==> config.mk <==
export PLATFORM = sky130hd
export DESIGN_NAME = serial_add_ctrl_flat
export DESIGN_NICKNAME = d
export VERILOG_FILES = /design/src/rtl/serial_add_ctrl_pkg.sv /design/src/rtl/serial_add_ctrl_if.sv /design/src/rtl/fa_cell.sv /design/src/rtl/serial_add_ctrl.sv /design/src/flat_wrapper.sv
export SDC_FILE = /design/constraint.sdc
export NUM_CORES = 1
export LEC_CHECK = 0
export CORE_MARGIN = 3
export CORE_UTILIZATION = 46
export CTS_CLUSTER_DIAMETER = 150
export CTS_CLUSTER_SIZE = 10
export DETAILED_ROUTE_END_ITERATION = 12
export PLACE_DENSITY = 0.84
export SYNTH_ARGS = -nofsm -noshare
export SYNTH_HDL_FRONTEND = slang
export SYNTH_HIERARCHICAL = 1
export SYNTH_SLANG_ARGS = --single-unit
==> constraint.sdc <==
create_clock -name clk -period 1.3 [get_ports clk]
set_input_delay 0.39 -clock clk [delete_from_list [all_inputs] [get_ports clk]]
set_output_delay 0.39 -clock clk [all_outputs]
set_load 0.05 [all_outputs]
==> src/rtl/serial_add_ctrl_pkg.sv <==
// Shared definitions for the bit-serial adder: FSM state encoding, default
// operand width and the bit-counter sizing helper.
package serial_add_ctrl_pkg;

    typedef enum logic [1:0] {
        IDLE  = 2'd0,
        SHIFT = 2'd1,
        DONE  = 2'd2
    } state_e;

    localparam int DEFAULT_WIDTH = 8;

    // Counter must be able to hold WIDTH itself so it never wraps mid-operation.
    function automatic int cnt_width(input int width);
        return $clog2(width + 1);
    endfunction

endpackage

==> src/rtl/serial_add_ctrl_if.sv <==
// Request/result bundle of the serial adder. Optional ovf output is present
// only when SERIAL_ADD_OVF_EN is defined.
interface serial_add_ctrl_if
    import serial_add_ctrl_pkg::*;
#(
    parameter int WIDTH = DEFAULT_WIDTH
) ();

    logic             start;
    logic [WIDTH-1:0] op_a;
    logic [WIDTH-1:0] op_b;
    logic             cin;
    logic             busy;
    logic             done;
    logic [WIDTH-1:0] sum;
    logic             cout;
`ifdef SERIAL_ADD_OVF_EN
    logic             ovf;

    modport master (output start, op_a, op_b, cin,
                    input  busy, done, sum, cout, ovf);
    modport slave  (input  start, op_a, op_b, cin,
                    output busy, done, sum, cout, ovf);
`else
    modport master (output start, op_a, op_b, cin,
                    input  busy, done, sum, cout);
    modport slave  (input  start, op_a, op_b, cin,
                    output busy, done, sum, cout);
`endif

endinterface

==> src/rtl/fa_cell.sv <==
// One-bit full adder used as the serial adder's per-cycle bit slice.
module fa_cell (
    input  logic a,
    input  logic b,
    input  logic ci,
    output logic s,
    output logic co
);

    assign s  = a ^ b ^ ci;
    assign co = (a & b) | (ci & (a ^ b));

endmodule

==> src/rtl/serial_add_ctrl.sv <==
// Bit-serial adder: captures A, B, cin on start, adds one bit per cycle LSB
// first, then presents sum/cout with a one-cycle done. Optional ovf output
// is enabled by defining SERIAL_ADD_OVF_EN.
module serial_add_ctrl
    import serial_add_ctrl_pkg::*;
#(
    parameter int WIDTH = DEFAULT_WIDTH
) (
    input  logic             clk,
    input  logic             rst,
    serial_add_ctrl_if.slave bus
);

    localparam int CW = cnt_width(WIDTH);

    if (WIDTH < 2 || WIDTH > 32) begin : g_bad_width
        $error("serial_add_ctrl: WIDTH must be in 2..32");
    end

    state_e           state_q;
    logic [CW-1:0]    cnt_q;
    logic             carry_q;
    logic             busy_q;
    logic             done_q;
    logic [WIDTH-1:0] sum_q;
    logic             cout_q;
    logic [WIDTH-1:0] a_q;
    logic [WIDTH-1:0] b_q;
    logic [WIDTH-1:0] acc_q;
    logic [WIDTH-1:0] acc_d;
    logic             s_bit;
    logic             c_bit;
    logic             last_bit;
`ifdef SERIAL_ADD_OVF_EN
    logic             ovf_q;
`endif

    fa_cell u_fa (
        .a  (a_q[0]),
        .b  (b_q[0]),
        .ci (carry_q),
        .s  (s_bit),
        .co (c_bit)
    );

    assign last_bit = (cnt_q == CW'(WIDTH - 1));
    assign acc_d    = {s_bit, acc_q[WIDTH-1:1]};

    always_ff @(posedge clk) begin
        if (rst) begin
            state_q <= IDLE;
            cnt_q   <= '0;
            carry_q <= 1'b0;
            busy_q  <= 1'b0;
            done_q  <= 1'b0;
            sum_q   <= '0;
            cout_q  <= 1'b0;
`ifdef SERIAL_ADD_OVF_EN
            ovf_q   <= 1'b0;
`endif
        end else begin
            case (state_q)
                IDLE: begin
                    if (bus.start) begin
                        state_q <= SHIFT;
                        cnt_q   <= '0;
                        carry_q <= bus.cin;
                        busy_q  <= 1'b1;
                    end
                end
                SHIFT: begin
                    carry_q <= c_bit;
                    cnt_q   <= cnt_q + CW'(1);
                    if (last_bit) begin
                        // Result becomes visible only here, never mid-shift.
                        state_q <= DONE;
                        busy_q  <= 1'b0;
                        done_q  <= 1'b1;
                        sum_q   <= acc_d;
                        cout_q  <= c_bit;
`ifdef SERIAL_ADD_OVF_EN
                        ovf_q   <= carry_q ^ c_bit;
`endif
                    end
                end
                DONE: begin
                    state_q <= IDLE;
                    done_q  <= 1'b0;
                end
                default: begin
                    state_q <= IDLE;
                    busy_q  <= 1'b0;
                    done_q  <= 1'b0;
                end
            endcase
        end
    end

    // Operand shifters and partial-sum register carry no reset: they are
    // fully reloaded before any result is taken from them.
    always_ff @(posedge clk) begin
        if (state_q == IDLE && bus.start) begin
            a_q <= bus.op_a;
            b_q <= bus.op_b;
        end else if (state_q == SHIFT) begin
            a_q   <= a_q >> 1;
            b_q   <= b_q >> 1;
            acc_q <= acc_d;
        end
    end

    assign bus.busy = busy_q;
    assign bus.done = done_q;
    assign bus.sum  = sum_q;
    assign bus.cout = cout_q;
`ifdef SERIAL_ADD_OVF_EN
    assign bus.ovf  = ovf_q;
`endif

endmodule

==> src/flat_wrapper.sv <==
// flat-port wrapper written by rule: the top's interface ports become plain ports
module serial_add_ctrl_flat import serial_add_ctrl_pkg::*;
#(
    parameter int WIDTH = DEFAULT_WIDTH
)
  (clk, rst, bus_start, bus_op_a, bus_op_b, bus_cin, bus_busy, bus_done, bus_sum, bus_cout);
  serial_add_ctrl_if #(.WIDTH(WIDTH)) bus_i ();
  input  logic clk;
  input  logic rst;
  input wire logic [$bits(bus_i.start)-1:0] bus_start;
  input wire logic [$bits(bus_i.op_a)-1:0] bus_op_a;
  input wire logic [$bits(bus_i.op_b)-1:0] bus_op_b;
  input wire logic [$bits(bus_i.cin)-1:0] bus_cin;
  output wire logic [$bits(bus_i.busy)-1:0] bus_busy;
  output wire logic [$bits(bus_i.done)-1:0] bus_done;
  output wire logic [$bits(bus_i.sum)-1:0] bus_sum;
  output wire logic [$bits(bus_i.cout)-1:0] bus_cout;
  assign bus_i.start = bus_start;
  assign bus_i.op_a = bus_op_a;
  assign bus_i.op_b = bus_op_b;
  assign bus_i.cin = bus_cin;
  assign bus_busy = bus_i.busy;
  assign bus_done = bus_i.done;
  assign bus_sum = bus_i.sum;
  assign bus_cout = bus_i.cout;
  serial_add_ctrl #(.WIDTH(WIDTH)) u_core (.clk(clk), .rst(rst), .bus(bus_i));
endmodule
==> results.md <==
- CP Class: flop to flop
- Vias per inst: 5.36
- Nets@finish: 200
- IO Pins: 31
- Final period util: 1.13
- Placer Congestion: 0.819
- Full die area: 0.00437 mm2
- Setup violators final: 16
- WHS: 469 ps
- DR DRC count: 0
- Power Internal: 2.11 mW
- Hold Path Stages: 0
- Syn avg cell area: 13.2 um2
- WL per Instance: 16.6 um
- CORE AREA: 0.00342 mm2
- Max-Slew Margin vs Limit: 0.829
- Input/output buffers: 30
- Antenna violations before repair: 0
- Worst-path clk slew: 130 ps
- Startpoint Class: flop
- Maxcap violations: 0
- Sequential Area: 0.00107 mm2
- Number of global-route vias before repair: 1246
- Placed cells: 208
- Power Density: 1090 mW/mm2
- Detailed placement HPWL: 2310 um
- Reg power frac: 0.555
- Maximum vdd drop: 0.725 mV
- Final setup skew: 12.2 ps
- FILL cells: 231
- Comb pwr share: 0.170
- Pins over their slew limit: 0
- Failing checks: setup timing
- Yosys reg bits: 41
- Final min period: 1470 ps
- Final core occ: 0.741
- DR iter-0 viols: 70
- Post-Synthesis Cells: 126
- Placement Cell Area: 0.00221 mm2
- Post-synth EDFFs: 23
- Hold Crit Endpoint: u_core/acc_q[4]
- Ys async rst share: 0
- Hold Buf Count CTS: 0
- Global Route Usage Sum: 0.183
- Sw Share: 0.235
- TritonCTS clock tree: yes
- Vias: 1207
- Max Fclk: 683 MHz
- Share of cells above drive strength 1: 0.458
- R2R Path End: u_core/a_q[2]
- Worst endpoint required time: 1410 ps
- Post-DRT Antenna Nets: 0
- Most common cell after layout, fill and taps aside: edfxtp_1
- Overall power: 2.76 mW
- Post-Synthesis Cell Area: 0.00166 mm2
- CTS Sinks: 41
- Clk network pwr share: 0.275
- Area Growth Syn to Fin: 52.3%
- Worst R2R Path Depth: 5
- Psw: 650 uW
- Flop2flop setup slack: -170 ps
- Worst-Margin Slew: 257 ps
- DR pass1 iterations: 4
- Post-synthesis cell type count: 31
- Sequential-to-total area share from yosys stat: 0.633
- Setup ws final: -165 ps
- Starting Density: 0.486
- Fin cells: 225
- Fin. Hold Viols: 0
- Clock Latency Late Sink: 350 ps
- Hold path startpoint: u_core/acc_q[5]
- CTS Buf Count: 5
- First-pass GRT wire length: 5780 um
- H-tree depth: 2
- Die W: 66.1 um
- Final WL: 3730 um
- Most frequent cells in the layout: 23 x edfxtp_1, 18 x clkdlybuf4s50_1, 15 x buf_12, 15 x mux2_4, 14 x buf_4
- Status: finished, violations left
- Worst R2R Start: u_core/state_q[0]
- Area of the multi-input gates: 642 um2
- Largest net degree at the start of global routing: 17
- Total gr overflow: 0
- Critical path arrival: 1570 ps
- Max Buffers Root-to-Sink: 2
- Ant diodes: 0
- Prevailing post-synth register cell: edfxtp_1
- Worst setup EP type: flop
- Max FO, Critical Path: 5
- RSZ-0062 raised after global routing: true
- Final instance area: 0.00253 mm2
- Hold Path Class: flop to flop
- Leak pwr: 0.974 nW
- Row cnt: 21
- CTS Root Cell: clkbuf_4
- Syn nets: 148
- Syn. warnings: 6
- Die height: 66.1 um
[worst max-delay path: stages (launching register included)]
cell and delay (ps):
dfxtp_2 360, nor3b_4 210, buf_6 140, buf_12 110, buf_12 110, mux2_4 290
[metal layers]
metal | share of wire | vias up | GRT usage
met5 | 0 | - | 0
met4 | 0.0048 | 0 | 0.0711
met3 | 0.062 | 2 | 0.0476
met2 | 0.53 | 52 | 0.317
met1 | 0.40 | 582 | 0.214
li1 | - | 571 | -
[cell usage after synthesis, types with 2 or more instances]
library cell | number | share of area
and2_1 | 2 | 0.0075
edfxtp_1 | 23 | 0.42
o21ai_0 | 9 | 0.027
clkbuf_1 | 2 | 0.0045
buf_6 | 2 | 0.014
nor3_1 | 4 | 0.012
buf_2 | 2 | 0.0060
a21oi_1 | 14 | 0.042
nor2_1 | 6 | 0.014
mux2_4 | 6 | 0.054
nand2b_1 | 3 | 0.011
nand3_1 | 9 | 0.027
dfxtp_1 | 18 | 0.22
mux2_2 | 9 | 0.061
[per-stage QoR]
| step | TNS [ps] | worst slack (ps) |
|---|---|---|
| finish | -2220 | -165 |
| global route | -3180 | -219 |
| CTS | -1580 | -124 |
| detailed placement | -15440 | -626 |
| global placement | -14700 | -601 |
| floorplan | -499 | -83.2 |
[area by class of cell]
class / count / area share
timing repair buffer: 52 / 0.266
clock buffer: 6 / 0.0247
sequential: 41 / 0.423
tap: 46 / 0.0227
multi-input combinational: 77 / 0.254
clock inverter: 2 / 0.00643
inverter: 1 / 0.00346
[registers in the layout, indices dropped and copies added, names as in the netlist]
| register | count |
|---|---|
| u_core/a_q | 8 |
| u_core/bus.cout | 1 |
| u_core/carry_q | 1 |
| u_core/cnt_q | 4 |
| u_core/acc_q | 7 |
| u_core/bus.sum | 8 |
| u_core/bus.done | 1 |
| u_core/state_q | 2 |
| u_core/bus.busy | 1 |
| u_core/b_q | 8 |
[worst max-delay path by stage]
stage	startpoint	end	slack, ps
global placement	bus_start	u_core/a_q[1]	-600
floorplan	bus_start	u_core/a_q[0]	-80
detailed placement	bus_start	u_core/a_q[3]	-630
CTS	u_core/state_q[0]	u_core/a_q[3]	-120
global route	u_core/state_q[0]	u_core/a_q[4]	-220
finish	u_core/state_q[0]	u_core/a_q[2]	-170
[logic make-up (layout without fill, tap and decap cells)]
group | after synthesis | after routing | share of synthesized area
compound gates | 27 | 27 | 0.0904
fa+ha+maj | 2 | 2 | 0.0196
simple gates | 32 | 33 | 0.108
flops | 41 | 41 | 0.633
buf+inv | 9 | 61 | 0.0339
mux | 15 | 15 | 0.115
[power groups by stage]
stage                     Sequential, mW  Combinational [mW]  Clock (mW)
after floorplan                     1.55               0.184           0
after global placement              1.55               0.315           0
after detailed placement            1.56               0.330           0
after CTS                           1.53               0.433       0.783
after global routing                1.54               0.491       0.836
final                               1.53               0.468       0.760
[repair_timing]
| action | CTS | global route |
|---|---|---|
| setup endpoints to repair | 37 | 27 |
| buffers inserted | 6 | 1 |
| pin swaps | 2 | 1 |
| resized for setup | 31 | 14 |
| cloned | 2 | 1 |
No activity file was read; power rests on OpenSTA's default activity.
